--- src/rtl/counter_seq_pkg.sv ---
// Shared types and constants for the counter sequencer: FSM states,
// config register addresses and register reset values.
package counter_seq_pkg;

    typedef enum logic [2:0] {
        ST_IDLE = 3'd0,
        ST_LOAD = 3'd1,
        ST_RUN  = 3'd2,
        ST_WRAP = 3'd3,
        ST_DONE = 3'd4
    } seq_state_t;

    localparam logic [1:0] CFG_START  = 2'd0;
    localparam logic [1:0] CFG_END    = 2'd1;
    localparam logic [1:0] CFG_REPEAT = 2'd2;
    localparam logic [1:0] CFG_PRESC  = 2'd3;

    // Wide constants; each register takes the low bits it needs.
    localparam logic [31:0] START_RST  = 32'd0;
    localparam logic [31:0] END_RST    = 32'hFFFF_FFFF;
    localparam logic [31:0] REPEAT_RST = 32'd1;
    localparam logic [31:0] PRESC_RST  = 32'd0;

endpackage

--- src/rtl/counter_seq_ctrl_if.sv ---
// Config, control and counter-side signals of the counter sequencer.
// master = decode/counter side, slave = the sequencer.
interface counter_seq_ctrl_if #(
    parameter int WIDTH = 8,
    parameter int REP_W = 4
);
    logic             cfg_we;
    logic [1:0]       cfg_addr;
    logic [WIDTH-1:0] cfg_wdata;
    logic             go;
    logic             abort;
    logic [WIDTH-1:0] cnt_val;
    logic             cnt_load_en;
    logic [WIDTH-1:0] cnt_load_val;
    logic             cnt_inc_en;
    logic             busy;
    logic             wrap;
    logic             done;
    logic [REP_W-1:0] pass_cnt;

    modport master (
        output cfg_we, cfg_addr, cfg_wdata, go, abort, cnt_val,
        input  cnt_load_en, cnt_load_val, cnt_inc_en, busy, wrap, done, pass_cnt
    );

    modport slave (
        input  cfg_we, cfg_addr, cfg_wdata, go, abort, cnt_val,
        output cnt_load_en, cnt_load_val, cnt_inc_en, busy, wrap, done, pass_cnt
    );
endinterface

--- src/rtl/counter_seq_presc.sv ---
// Prescaler tick generator: counts 0..presc and ticks on the terminal count.
// clr holds it at phase 0, freeze holds the current phase and masks the tick.
module counter_seq_presc #(
    parameter int PRESC_W = 4
) (
    input  logic               clk,
    input  logic               rst,
    input  logic               clr,
    input  logic               freeze,
    input  logic [PRESC_W-1:0] presc,
    output logic               tick
);
    logic [PRESC_W-1:0] cnt;

    assign tick = !clr && !freeze && (cnt == presc);

    always_ff @(posedge clk or posedge rst) begin
        if (rst) begin
            cnt <= '0;
        end else if (clr) begin
            cnt <= '0;
        end else if (!freeze) begin
            cnt <= (cnt == presc) ? '0 : cnt + PRESC_W'(1);
        end
    end
endmodule

--- src/rtl/counter_seq_ctrl.sv ---
// Sequencer driving load/increment enables of the shared up-counter.
// Optional macro COUNTER_SEQ_PAUSE_EN adds a pause input that freezes RUN.
module counter_seq_ctrl
    import counter_seq_pkg::*;
#(
    parameter int WIDTH   = 8,
    parameter int REP_W   = 4,
    parameter int PRESC_W = 4
) (
    input  logic               clk,
    input  logic               rst,
`ifdef COUNTER_SEQ_PAUSE_EN
    input  logic               pause,
`endif
    counter_seq_ctrl_if.slave  bus
);
    logic [WIDTH-1:0]   start_val;
    logic [WIDTH-1:0]   end_val;
    logic [REP_W-1:0]   repeat_val;
    logic [PRESC_W-1:0] presc_val;

    seq_state_t         state;
    logic [REP_W-1:0]   pass_cnt_q;
    logic               load_en_q;
    logic               busy_q;
    logic               wrap_q;
    logic               done_q;

    logic               tick;
    logic               freeze;
    logic               presc_clr;
    logic               at_end;

    function automatic logic [REP_W-1:0] sat_inc(input logic [REP_W-1:0] v);
        return (&v) ? v : v + REP_W'(1);
    endfunction

    // Config registers are writable only while idle.
    always_ff @(posedge clk or posedge rst) begin
        if (rst) begin
            start_val  <= START_RST[WIDTH-1:0];
            end_val    <= END_RST[WIDTH-1:0];
            repeat_val <= REPEAT_RST[REP_W-1:0];
            presc_val  <= PRESC_RST[PRESC_W-1:0];
        end else if (bus.cfg_we && state == ST_IDLE) begin
            case (bus.cfg_addr)
                CFG_START:  start_val  <= bus.cfg_wdata;
                CFG_END:    end_val    <= bus.cfg_wdata;
                CFG_REPEAT: repeat_val <= bus.cfg_wdata[REP_W-1:0];
                CFG_PRESC:  presc_val  <= bus.cfg_wdata[PRESC_W-1:0];
                default:    ;
            endcase
        end
    end

`ifdef COUNTER_SEQ_PAUSE_EN
    assign freeze = pause;
`else
    assign freeze = 1'b0;
`endif

    assign presc_clr = (state != ST_RUN);

    counter_seq_presc #(.PRESC_W(PRESC_W)) u_presc (
        .clk    (clk),
        .rst    (rst),
        .clr    (presc_clr),
        .freeze (freeze),
        .presc  (presc_val),
        .tick   (tick)
    );

    assign at_end = (bus.cnt_val == end_val);

    // Pass counter advances on entry to WRAP so it is visible with the wrap pulse.
    always_ff @(posedge clk or posedge rst) begin
        if (rst) begin
            state      <= ST_IDLE;
            pass_cnt_q <= '0;
            load_en_q  <= 1'b0;
            busy_q     <= 1'b0;
            wrap_q     <= 1'b0;
            done_q     <= 1'b0;
        end else begin
            load_en_q <= 1'b0;
            wrap_q    <= 1'b0;
            done_q    <= 1'b0;
            if (state != ST_IDLE && bus.abort) begin
                state  <= ST_IDLE;
                busy_q <= 1'b0;
            end else begin
                case (state)
                    ST_IDLE: begin
                        if (bus.go && !bus.abort) begin
                            state      <= ST_LOAD;
                            pass_cnt_q <= '0;
                            load_en_q  <= 1'b1;
                            busy_q     <= 1'b1;
                        end
                    end
                    ST_LOAD: state <= ST_RUN;
                    ST_RUN: begin
                        if (tick && at_end) begin
                            state      <= ST_WRAP;
                            wrap_q     <= 1'b1;
                            pass_cnt_q <= sat_inc(pass_cnt_q);
                        end
                    end
                    ST_WRAP: begin
                        if (repeat_val != '0 && pass_cnt_q == repeat_val) begin
                            state  <= ST_DONE;
                            done_q <= 1'b1;
                        end else begin
                            state     <= ST_LOAD;
                            load_en_q <= 1'b1;
                        end
                    end
                    ST_DONE: begin
                        state  <= ST_IDLE;
                        busy_q <= 1'b0;
                    end
                    default: begin
                        state  <= ST_IDLE;
                        busy_q <= 1'b0;
                    end
                endcase
            end
        end
    end

    assign bus.cnt_load_en  = load_en_q;
    assign bus.cnt_load_val = start_val;
    assign bus.cnt_inc_en   = (state == ST_RUN) && tick && !at_end;
    assign bus.busy         = busy_q;
    assign bus.wrap         = wrap_q;
    assign bus.done         = done_q;
    assign bus.pass_cnt     = pass_cnt_q;
endmodule

--- src/flat_wrapper.sv ---
// flat-port wrapper written by rule: the top's interface ports become plain ports
module counter_seq_ctrl_flat import counter_seq_pkg::*;
#(
    parameter int WIDTH   = 8,
    parameter int REP_W   = 4,
    parameter int PRESC_W = 4
)
  (clk, rst, bus_cfg_we, bus_cfg_addr, bus_cfg_wdata, bus_go, bus_abort, bus_cnt_val, bus_cnt_load_en, bus_cnt_load_val, bus_cnt_inc_en, bus_busy, bus_wrap, bus_done, bus_pass_cnt);
  counter_seq_ctrl_if #(.WIDTH(WIDTH), .REP_W(REP_W)) bus_i ();
  input  logic clk;
  input  logic rst;
  input wire logic [$bits(bus_i.cfg_we)-1:0] bus_cfg_we;
  input wire logic [$bits(bus_i.cfg_addr)-1:0] bus_cfg_addr;
  input wire logic [$bits(bus_i.cfg_wdata)-1:0] bus_cfg_wdata;
  input wire logic [$bits(bus_i.go)-1:0] bus_go;
  input wire logic [$bits(bus_i.abort)-1:0] bus_abort;
  input wire logic [$bits(bus_i.cnt_val)-1:0] bus_cnt_val;
  output wire logic [$bits(bus_i.cnt_load_en)-1:0] bus_cnt_load_en;
  output wire logic [$bits(bus_i.cnt_load_val)-1:0] bus_cnt_load_val;
  output wire logic [$bits(bus_i.cnt_inc_en)-1:0] bus_cnt_inc_en;
  output wire logic [$bits(bus_i.busy)-1:0] bus_busy;
  output wire logic [$bits(bus_i.wrap)-1:0] bus_wrap;
  output wire logic [$bits(bus_i.done)-1:0] bus_done;
  output wire logic [$bits(bus_i.pass_cnt)-1:0] bus_pass_cnt;
  assign bus_i.cfg_we = bus_cfg_we;
  assign bus_i.cfg_addr = bus_cfg_addr;
  assign bus_i.cfg_wdata = bus_cfg_wdata;
  assign bus_i.go = bus_go;
  assign bus_i.abort = bus_abort;
  assign bus_i.cnt_val = bus_cnt_val;
  assign bus_cnt_load_en = bus_i.cnt_load_en;
  assign bus_cnt_load_val = bus_i.cnt_load_val;
  assign bus_cnt_inc_en = bus_i.cnt_inc_en;
  assign bus_busy = bus_i.busy;
  assign bus_wrap = bus_i.wrap;
  assign bus_done = bus_i.done;
  assign bus_pass_cnt = bus_i.pass_cnt;
  counter_seq_ctrl #(.WIDTH(WIDTH), .REP_W(REP_W), .PRESC_W(PRESC_W)) u_core (.clk(clk), .rst(rst), .bus(bus_i));
endmodule
--- config.mk ---
export PLATFORM = sky130hd
export DESIGN_NAME = counter_seq_ctrl_flat
export DESIGN_NICKNAME = d
export VERILOG_FILES = /design/src/rtl/counter_seq_pkg.sv /design/src/rtl/counter_seq_ctrl_if.sv /design/src/rtl/counter_seq_presc.sv /design/src/rtl/counter_seq_ctrl.sv /design/src/flat_wrapper.sv
export SDC_FILE = /design/constraint.sdc
export NUM_CORES = 1
export LEC_CHECK = 0
export ABC_AREA = 0
export CAP_MARGIN = 20
export CELL_PAD_IN_SITES_DETAIL_PLACEMENT = 0
export CELL_PAD_IN_SITES_GLOBAL_PLACEMENT = 1
export CORE_MARGIN = 3
export CORE_UTILIZATION = 41
export CTS_BUF_LIST = sky130_fd_sc_hd__clkbuf_8
export CTS_CLUSTER_DIAMETER = 100
export DETAILED_ROUTE_END_ITERATION = 12
export GPL_TIMING_DRIVEN = 0
export PLACE_DENSITY_LB_ADDON = 0.1
export SYNTH_ARGS = -nofsm -noshare
export SYNTH_HDL_FRONTEND = slang
export SYNTH_SLANG_ARGS = --single-unit
export TNS_END_PERCENT = 5
--- constraint.sdc ---
create_clock -name clk -period 2 [get_ports clk]
set_input_delay 0.2 -clock clk [delete_from_list [all_inputs] [get_ports clk]]
set_output_delay 0.2 -clock clk [all_outputs]
set_load 0.1 [all_outputs]
==> summary.txt, run 1 <==
Worst setup path
  • Worst EP arrival: 1750 ps
  • Worst-path cell chain: clkdlybuf4s50_1
  • Critical Path Slowest Stage Cell: clkdlybuf4s50_1
  • CP Launch Type: flip-flop
  • CP endpoint kind: output pin
  • Worst path max stage delay: ~1100 ps
  • WP buf/inv: 1
  • Critical path's top delay family: buffers and inverters
  • WP data required: roughly 1800 ps
  • Reg2Reg Setup Slack: 120 ps
  • Critical path class: flip-flop to output pin
  • Max FO, Critical Path: 1

Place
  • DP HPWL: just under 3000 µm
  • I/O Buffers: 38
  • Placement-stage worst setup slack: -612 ps
  • Final Wtd Congestion: around 0.77
  • Placed Cells: roughly 240

Synth
  • Ys Warns: 0
  • Mapped Area: about 0.0019 mm²
  • Async S/R FF share, synth: 100%
  • Library cells used by synthesis: 36
  • Flops & latches, synth: 39
  • Ys flop type: dfrtp_1
  • Syn Nets: 179
  • Post-synthesis sequential area ratio: a little over half
  • Cells after synthesis: 154
  • Post-synth EDFFs: 0
  • Synthesized area per cell: about 12 µm²

STA
  • Worst Slack Setup Final: 50.4 ps
  • Tmin final: approximately 1900 ps
  • Setup-failing EPs final: 0
  • Max Freq: 513 MHz
  • Worst-Margin Slew: between 900 and 1000 ps
  • Crit share post-route: a little over nine tenths
  • Pins Over Slew Limit: 0
  • Fin Setup TNS: 0 ps
  • Slew HR: a little over a third
  • Setup Skew: approximately 8.8 ps
  • Final hold violations: 0

Layout
  • Final Non-Filler Cells: 250
  • Fillers: about 350
  • Commonest cells after routing, fill and taps aside: dfrtp_1, mux2_2, clkdlybuf4s50_1
  • Antenna cells: 0
  • Final core occ: just under 60%
  • Nets@finish: 224
  • Synth-to-Final Area Change: 31.4%
  • Fraction of layout cells with a size suffix above 1: between 20% and 30%
  • Commonest non-fill, non-tap cell in the layout: dfrtp_1

Floorplanning
  • Initial Utilization: 44.6%
  • I/O pins: 40
  • Die Y: ~74 µm
  • Cell Rows: 23
  • Core box area: around 0.0042 mm²
  • Chip Width: between 70 and 80 µm
  • DIE AREA: 0.00542 mm²

Pwr
  • Clock power frac: between 10% and 20%
  • Switching power: between 1 and 1.5 mW
  • P_leak: 1.05 nW
  • Sw Share: 42.2%
  • Peak supply drop: approximately 0.94 mV
  • Logic pwr share: 44.1%
  • Flop pwr share: between 30% and 40%
  • Power Density: 1430 mW/mm²
  • Int Pwr: slightly above 2 mW
  • Total power: approximately 3.5 mW

Routing
  • Vias per Instance: between 5 and 6
  • Remaining antenna violation count: 0
  • DRT Wirelength: about 3900 µm
  • Avg WL per Cell: between 15 and 20 µm
  • Detailed-route DRC error count: 0
  • Vias after detailed routing: about 1300
  • Detailed Route Iter0 Violations: 77
  • DRT Pass-1 Iters: 4

Global route
  • Vias in the first global route: around 1400
  • Initial antenna violation count: 0
  • Largest net degree at the start of global routing: 40
  • Wire length of the first global-routing pass: roughly 6700 µm
  • GRT Util Overall: 16.1%
  • Global route overflow: 0

Clock tree
  • Worst-Skew Late Latency: around 290 ps
  • Hold buffers post-CTS: 0
  • TritonCTS Buffers: 5
  • Setup repair bufs after CTS: 0
  • Number of clock sinks: 39
  • Clock transition at path regs: ~80 ps
  • Clk root buf: clkbuf_8
  • CTS tree: yes
  • Post-cts resize count: 12
  • Clk buf depth: 2
  • CTS H-Tree Depth: 2

Outcome
  • Outcome: finished, final reports clean

Run
  • Max cap viols: 0

Min path
  • Hold/Removal Path Class: primary input to flip-flop
-- flip-flops by register name (all words and copies together) (netlist names) --
register and cells:
u_core.bus.busy 1, u_core.bus.cnt_load_en 1, u_core.bus.cnt_load_val 8, u_core.bus.done 1, u_core.bus.pass_cnt 4, u_core.bus.wrap 1, u_core.end_val 8, u_core.presc_val 4
u_core.repeat_val 4, u_core.state 3, u_core.u_presc.cnt 4
-- logic make-up after synthesis --
family | synth area share [%]
flip-flops | 52.7
AO/OA/AOI/OAI | 5.94
AND/OR/NAND/NOR | 15.6
XOR/XNOR | 8.41
buffers and inverters | 1.60
adder cells (fa/ha/maj) | 1.33
multiplexers | 14.4
-- Yosys cell counts, types with 2 or more instances --
cell type	n	area (µm²)
a21oi_1	3	15.0
and2_1	2	12.5
buf_2	3	15.0
dfrtp_1	30	751
dfstp_2	9	236
ha_1	2	25.0
inv_1	4	15.0
mux2_2	24	270
nand2_1	6	22.5
nand2b_1	2	12.5
nand3_1	5	25.0
nand3b_1	2	15.0
nand4_1	3	18.8
nor2_1	11	41.3
nor3_1	7	35.0
nor4_1	3	18.8
nor4b_1	2	17.5
o21ai_0	2	10.0
xnor2_1	17	149
-- power groups by stage --
| stage | Clock (mW) | Combinational (mW) | Sequential (mW) |
|---|---|---|---|
| 2_1_floorplan | 0 | 0.560 | 1.94 |
| 5_1_grt | 0.736 | 1.64 | 1.32 |
| 3_3_place_gp | 0 | 1.56 | 1.29 |
| 4_1_cts | 0.703 | 1.57 | 1.29 |
| 3_5_place_dp | 0 | 1.58 | 1.31 |
| 6_report | 0.683 | 1.55 | 1.28 |
-- path summary, 6_finish.rpt --
kind                                            start                    endpoint  cells after the start
max                                   u_core.bus.done                    bus_done                      1
min                                         bus_abort      u_core.bus.cnt_load_en                      2
max reg2reg                           u_core.state[2]  u_core.bus.cnt_load_val[5]                      3
min reg2reg                u_core.bus.cnt_load_val[6]  u_core.bus.cnt_load_val[6]                      1
max in group asynchronous                         rst      u_core.bus.pass_cnt[1]                      2
min in group asynchronous                         rst             u_core.state[0]                      2
-- cell type report --
class,instances,area (µm²),share of cell area (%)
buffer,3,15.0,0.609
clock buffer,6,82.6,3.35
clock inverter,2,35.0,1.42
inverter,4,15.0,0.609
multi-input combinational,108,873,35.4
sequential,39,988,40.1
tap,50,62.6,2.54
timing repair buffer,38,392,15.9
-- layer usage --
layer / up-vias / share of wire [%] / track usage (%)
li1: 642 / - / -
met1: 632 / 44 / 20.6
met2: 30 / 50 / 26.9
met3: 8 / 4.0 / 3.42
met4: 0 / 1.6 / 5.63
met5: - / 0 / 0
-- stage by stage --
stage          instance area [µm²]  hold slack [ps]
6_report                      2460              171
2_1_floorplan                 1890              351
4_1_cts                       2440              166
3_5_place_dp                  2330              481
3_3_place_gp                  2330              474
5_1_grt                       2460              186
Power figures use the tool's default switching activity.
==> run 2: changes to the inputs <==
- SETUP_SLACK_MARGIN: unset -> 0.05
==> run 2 against run 1 <==
- cell count did not move
- critical path type unchanged
- wire length fell by 0.36%
- core utilization fell by 0.60 points
- largest cell class unchanged
==> summary.txt, run 2 (synthesis results as in run 1) <==
Outcome
  • Outcome: finished, final reports clean

Clock tree
  • Clk buf depth: 2 (unchanged)
  • CTS H-Tree Depth: 2 (unchanged)
  • Worst-Skew Late Latency: 280 ps (about the same)
  • Clk root buf: clkbuf_8
  • Number of clock sinks: 39 (unchanged)
  • CTS tree: yes
  • Clock transition at path regs: 80 ps (about the same)
  • TritonCTS Buffers: 5 (unchanged)

Worst setup path
  • Max FO, Critical Path: 1 (unchanged)
  • Worst-path cell chain: clkdlybuf4s50_1
  • Worst r2r dst: u_core.bus.pass_cnt[2]
  • CP endpoint kind: output pin
  • Critical Path Slowest Stage Cell: clkdlybuf4s50_1
  • Worst EP arrival: 1730 ps (-20 ps)
  • CP Launch Type: flip-flop
  • Reg2Reg Depth: 5 (+2)
  • Critical path class: flip-flop to output pin
  • WP buf/inv: 1 (unchanged)
  • Critical path's top delay family: buffers and inverters
  • WP data required: 1800 ps (about the same)
  • Worst path max stage delay: 1120 ps (about the same)
  • Reg2Reg Setup Slack: 80 ps (-40 ps)
  • Reg2Reg Launch Point: u_core.end_val[3]

Routing
  • Detailed Route Iter0 Violations: 67 (-13%)
  • DRT Wirelength: 3920 µm (-0.36%)
  • Remaining antenna violation count: 0 (unchanged)
  • Vias after detailed routing: 1321 (+0.69%)
  • Avg WL per Cell: 15.7 µm (-0.36%)
  • Detailed-route DRC error count: 0 (unchanged)
  • DRT Pass-1 Iters: 4 (unchanged)
  • Vias per Instance: 5.28 (+0.69%)

STA
  • Pins Over Slew Limit: 0 (unchanged)
  • Slew HR: 35.0% (-0.17 points)
  • Final hold violations: 0 (unchanged)
  • Setup-failing EPs final: 0 (unchanged)
  • RSZ-0062 raised after global routing: yes
  • Worst-Margin Slew: 979 ps (+7.99 ps)
  • Setup Skew: 7.17 ps (-1.64 ps)
  • Crit share post-route: 96.6% (-0.83 points)
  • Tmin final: 1930 ps (-16.6 ps)
  • Fin Setup TNS: 0 ps (unchanged)
  • Max Freq: 517 MHz (+0.86%)

Layout
  • Antenna cells: 0 (unchanged)
  • Fin area: 0.00244 mm² (-1.0%)
  • Nets@finish: 224 (unchanged)
  • Fillers: 358 (+2.6%)
  • Commonest non-fill, non-tap cell in the layout: dfrtp_1
  • Commonest cells after routing, fill and taps aside: dfrtp_1, mux2_2, clkdlybuf4s50_1
  • Synth-to-Final Area Change: 30.1%
  • Final Non-Filler Cells: 250 (unchanged)
  • Fraction of layout cells with a size suffix above 1: 28.5% (+0.50 points)

Floorplanning
  • I/O pins: 40 (unchanged)
  • Initial Utilization: 44.6% (unchanged)
  • Chip Width: 73.6 µm (unchanged)
  • Die Y: 73.6 µm (unchanged)
  • DIE AREA: 0.00542 mm² (unchanged)
  • Cell Rows: 23 (unchanged)
  • Core box area: 0.00420 mm² (unchanged)

Global route
  • Wire length of the first global-routing pass: 6620 µm (-0.41%)
  • Largest net degree at the start of global routing: 40 (unchanged)
  • GRT Util Overall: 16.1% (-0.057 points)
  • Initial antenna violation count: 0 (unchanged)
  • Global route overflow: 0 (unchanged)
  • Vias in the first global route: 1373 (-0.51%)

Pwr
  • Peak supply drop: 0.923 mV (-1.7%)
  • P_leak: 0.993 nW (-5.0%)
  • Power Density: 1420 mW/mm² (-0.29%)

Min path
  • Worst Hold Path EP: u_core.bus.cnt_load_en
  • Hold Path Depth: 2 (unchanged)
  • Hold/Removal Path Class: primary input to flip-flop
  • Worst hold start: bus_abort

Place
  • DP HPWL: 2920 µm (unchanged)
  • Placed Cells: 242 (unchanged)
  • Placed cell area: 0.00233 mm² (unchanged)
  • I/O Buffers: 38 (unchanged)
  • Final Wtd Congestion: 0.768 (unchanged)

Run
  • Max cap viols: 0 (unchanged)
==> run 2: where the power goes <==
group | internal (mW) | total, mW | switching [mW]
clock | 0.404 | 0.679 | 0.275
sequential | 1.11 | 1.28 | 0.175
combinational | 0.482 | 1.51 | 1.03
==> run 2: cell type report <==
class	instances	area, µm²	area share, %
plain buffers	3	15.0	0.616
clock buffers	6	82.6	3.39
clock inverters	2	35.0	1.44
inverters	4	15.0	0.616
multi-input cells	108	876	35.9
flip-flops and latches	39	988	40.5
well taps	50	62.6	2.57
repair buffers	38	364	14.9
==> run 2: metrics by stage <==
step	util (%)	setup slack [ps]	hold slack, ps	power [mW]
2_1_floorplan	-	-302	351	2.50
3_3_place_gp	55.4	-586	474	2.84
3_5_place_dp	55.4	-612	481	2.89
4_1_cts	57.8	-35.7	166	3.51
5_1_grt	58.0	12.3	186	3.66
6_report	58.0	67.0	174	3.47
==> run 2: worst max path at each step <==
stage               depth (start not counted)              startpoint                      to  slack, ps
finish                                      1         u_core.bus.wrap                bus_wrap         70
global route                                5       u_core.end_val[3]  u_core.bus.pass_cnt[2]         10
CTS                                         5         u_core.state[0]          bus_cnt_inc_en        -40
detailed placement                          6          bus_cnt_val[3]          bus_cnt_inc_en       -610
global placement                            6          bus_cnt_val[3]          bus_cnt_inc_en       -590
floorplan                                   6  u_core.bus.pass_cnt[0]  u_core.bus.pass_cnt[2]       -300
==> run 2: layer usage <==
layer | track usage, % | share of wire [%] | vias to the layer above
li1 | - | - | 641
met1 | 20.4 | 43 | 633
met2 | 26.9 | 51 | 41
met3 | 3.42 | 4.7 | 6
met4 | 5.63 | 1.2 | 0
met5 | 0 | 0 | -
==> run 2: repair_timing <==
| action | in CTS | in global routing |
|---|---|---|
| hold buffers | 0 | 0 |
| setup buffers | 0 | 0 |
| hold endpoints to repair | 0 | 0 |
| gates resized for setup | 20 | 4 |
| setup endpoints to repair | 15 | 12 |
==> run 3: changes to the inputs <==
- CORE_UTILIZATION: 41 -> 42
- SYNTH_HIERARCHICAL: unset -> 1
==> run 3 against run 2 <==
- count of clock-buffer cells in the layout down 1
- core utilization grew 2.6 points
- combinational power increased by 9%
- worst setup slack worse by 190 ps
- die area increased by 1.0%
- critical endpoint is now bus_cnt_inc_en
- clock power rose by 15%
- the run now ends with negative setup slack left
==> summary.txt, run 3 <==
Layout
  • Nets@finish: 243 (+8.5%)
  • Antenna cells: 0 (unchanged)
  • Fraction of layout cells with a size suffix above 1: 32.4% (+3.9 points)
  • Fin area: 0.00268 mm² (+9.8%)
  • Commonest cells after routing, fill and taps aside: dfrtp_1, mux2_2, clkdlybuf4s50_1
  • Final Non-Filler Cells: 271 (+8.4%)
  • Synth-to-Final Area Change: 37.9%
  • Commonest non-fill, non-tap cell in the layout: dfrtp_1

Worst setup path
  • WP data required: 1800 ps (about the same)
  • Worst r2r dst: u_core/bus.pass_cnt[3]
  • Reg2Reg Launch Point: u_core/u_presc/cnt[0]
  • Reg2Reg Setup Slack: -30 ps (-110 ps)
  • CP Launch Type: flip-flop
  • Max FO, Critical Path: 5 (+4)
  • Critical path class: flip-flop to output pin
  • Reg2Reg Depth: 6 (+1)
  • Worst EP arrival: 1930 ps (+200 ps)
  • CP endpoint kind: output pin

Synth
  • Post-synth EDFFs: 0 (unchanged)
  • Async S/R FF share, synth: 100% (unchanged)
  • Ys Warns: 6 (+6)
  • Post-synthesis sequential area ratio: 50.8% (-1.8 points)
  • Synth top cells by count: dfrtp_1, mux2_2, nor3_1, xor2_1, inv_1
  • Synthesized area per cell: 11.9 µm² (-2.1%)
  • Synth top area cells: dfrtp_1, mux2_2, dfstp_2, xor2_1, nor3_1
  • Ys flop type: dfrtp_1
  • Flops & latches, synth: 39 (unchanged)
  • Mapped Area: 0.00194 mm² (+3.6%)
  • Top-count cell post-synth: dfrtp_1
  • Cell accounting for the most synthesized area: dfrtp_1
  • Yosys top cell area share: 38.7% (-1.4 points)
  • Library cells used by synthesis: 42 (+17%)
  • Cells after synthesis: 163 (+5.8%)

Floorplanning
  • Initial Utilization: 44.0% (-0.62 points)
  • DIE AREA: 0.00548 mm² (+1.0%)
  • Die Y: 74.0 µm (+0.52%)
  • Cell Rows: 24 (+4.3%)
  • Core box area: 0.00441 mm² (+5.1%)
  • I/O pins: 40 (unchanged)
  • Chip Width: 74.0 µm (+0.52%)

Routing
  • Vias after detailed routing: 1394 (+5.5%)
  • DRT Wirelength: 3980 µm (+1.5%)
  • Avg WL per Cell: 14.7 µm (-6.4%)
  • Vias per Instance: 5.14 (-2.7%)
  • Detailed Route Iter0 Violations: 98 (+46%)
  • DRT Pass-1 Iters: 4 (unchanged)
  • Detailed-route DRC error count: 0 (unchanged)
  • Remaining antenna violation count: 0 (unchanged)

Pwr
  • Total power: 3.70 mW (+6.5%)
  • P_leak: 1.15 nW (+16%)
  • Power Density: 1380 mW/mm² (-3.0%)
  • Peak supply drop: 0.931 mV (+0.87%)

STA
  • Max Freq: 470 MHz (-9.1%)
  • Final hold slack: 115 ps (-58.6 ps)
  • Tmin final: 2130 ps (+194 ps)
  • Setup-failing EPs final: 2 (+2)
  • Pins Over Slew Limit: 0 (unchanged)
  • Crit share post-route: 106% (+9.7 points)
  • Worst Slack Setup Final: -127 ps (-194 ps)
  • Worst-Margin Slew: 958 ps (-20.7 ps)
  • Final hold violations: 0 (unchanged)
  • Slew HR: 36.0% (+1.0 points)
  • Setup Skew: 5.82 ps (-1.35 ps)
  • RSZ-0062 raised after global routing: yes

Clock tree
  • CTS H-Tree Depth: 2 (unchanged)
  • Clk root buf: clkbuf_8
  • Clk buf depth: 2 (unchanged)
  • Clock transition at path regs: 80 ps (about the same)
  • CTS tree: yes
  • Number of clock sinks: 39 (unchanged)
  • TritonCTS Buffers: 5 (unchanged)
  • Worst-Skew Late Latency: 290 ps (about the same)

Place
  • I/O Buffers: 39 (+2.6%)
  • DP HPWL: 2970 µm (+1.7%)
  • Placement-stage worst setup slack: -962 ps (-350 ps)
  • Placed cell area: 0.00248 mm² (+6.3%)
  • Placed Cells: 261 (+7.9%)
  • Final Wtd Congestion: 0.750 (-2.3%)

Run
  • Max cap viols: 0 (unchanged)

Outcome
  • Failing checks: negative setup slack
  • Outcome: finished with violations

Min path
  • Hold/Removal Path Class: primary input to async pin

Global route
  • Global route overflow: 0 (unchanged)
  • Wire length of the first global-routing pass: 6530 µm (-1.4%)
  • GRT Util Overall: 16.1% (+0.066 points)
  • Initial antenna violation count: 0 (unchanged)
  • Vias in the first global route: 1367 (-0.44%)
  • Largest net degree at the start of global routing: 21 (-48%)
## run 3: cell type report
cell class / count / area, µm²
multi-input cells: 118 / 1000
repair buffers: 42 / 427
plain buffers: 2 / 16.3
inverters: 10 / 37.5
clock inverters: 3 / 67.6
well taps: 52 / 65.1
flip-flops and latches: 39 / 992
clock buffers: 5 / 68.8
fillers: 376 / 1740
## run 3: cells by family (layout without fill, tap and decap cells)
family          Yosys count  count (layout)  synth area share [%]
simple gates             49              49                  15.9
xor+xnor                 16              16                  7.60
compound gates           19              19                  7.02
buf+inv                  12              62                  2.77
fa+ha+maj                 2               2                  1.29
mux                      25              25                  14.4
flops                    39              39                  50.8
other cells               1               7                 0.193
## run 3: worst max-delay path, cell delays in order, from the launching register on
cell     delay [ps]
dfrtp_2         460
xor2_2          170
nor4_4          300
nor3b_4         280
nand2_2          90
a21oi_4         150
buf_12          190
## run 3: metrics by stage
stage               TNS [ps]  util, %
floorplan              -69.6        -
global placement       -3890     55.5
detailed placement     -4370     56.1
CTS                     -286     60.4
global route           -1070     60.7
finish                  -154     60.7
## run 3: worst max-delay path by stage
stage | end | slack, ps | startpoint
after floorplan | bus_cnt_inc_en | -70 | u_core/presc_val[2]
after global placement | bus_cnt_inc_en | -960 | u_core/state[2]
after detailed placement | bus_cnt_inc_en | -960 | u_core/state[2]
after CTS | bus_cnt_inc_en | -130 | u_core/u_presc/cnt[2]
after global routing | bus_cnt_inc_en | -230 | u_core/presc_val[2]
final | bus_cnt_inc_en | -130 | u_core/u_presc/cnt[0]
## run 3: report_power, final
group,leakage [nW],total (mW),internal [mW],switching (mW)
Sequential,0.469,1.28,1.11,0.166
Combinational,0.618,1.64,0.518,1.12
Clock,0.0644,0.784,0.498,0.287
Total,1.15,3.70,2.13,1.57
## run 3: metal layers
layer | global-route usage, % | up-vias | wire length (µm)
met4 | 6.04 | 0 | 64
met3 | 5.27 | 6 | 224
met1 | 21.3 | 671 | 1780
met5 | 0 | - | 0
li1 | - | 683 | -
met2 | 24.8 | 34 | 1910
## run 3: timing repair
action,in CTS,in global routing
pin swaps,1,2
setup endpoints to repair,30,14
buffers inserted,1,1
hold buffers,0,0
gates resized for setup,33,3
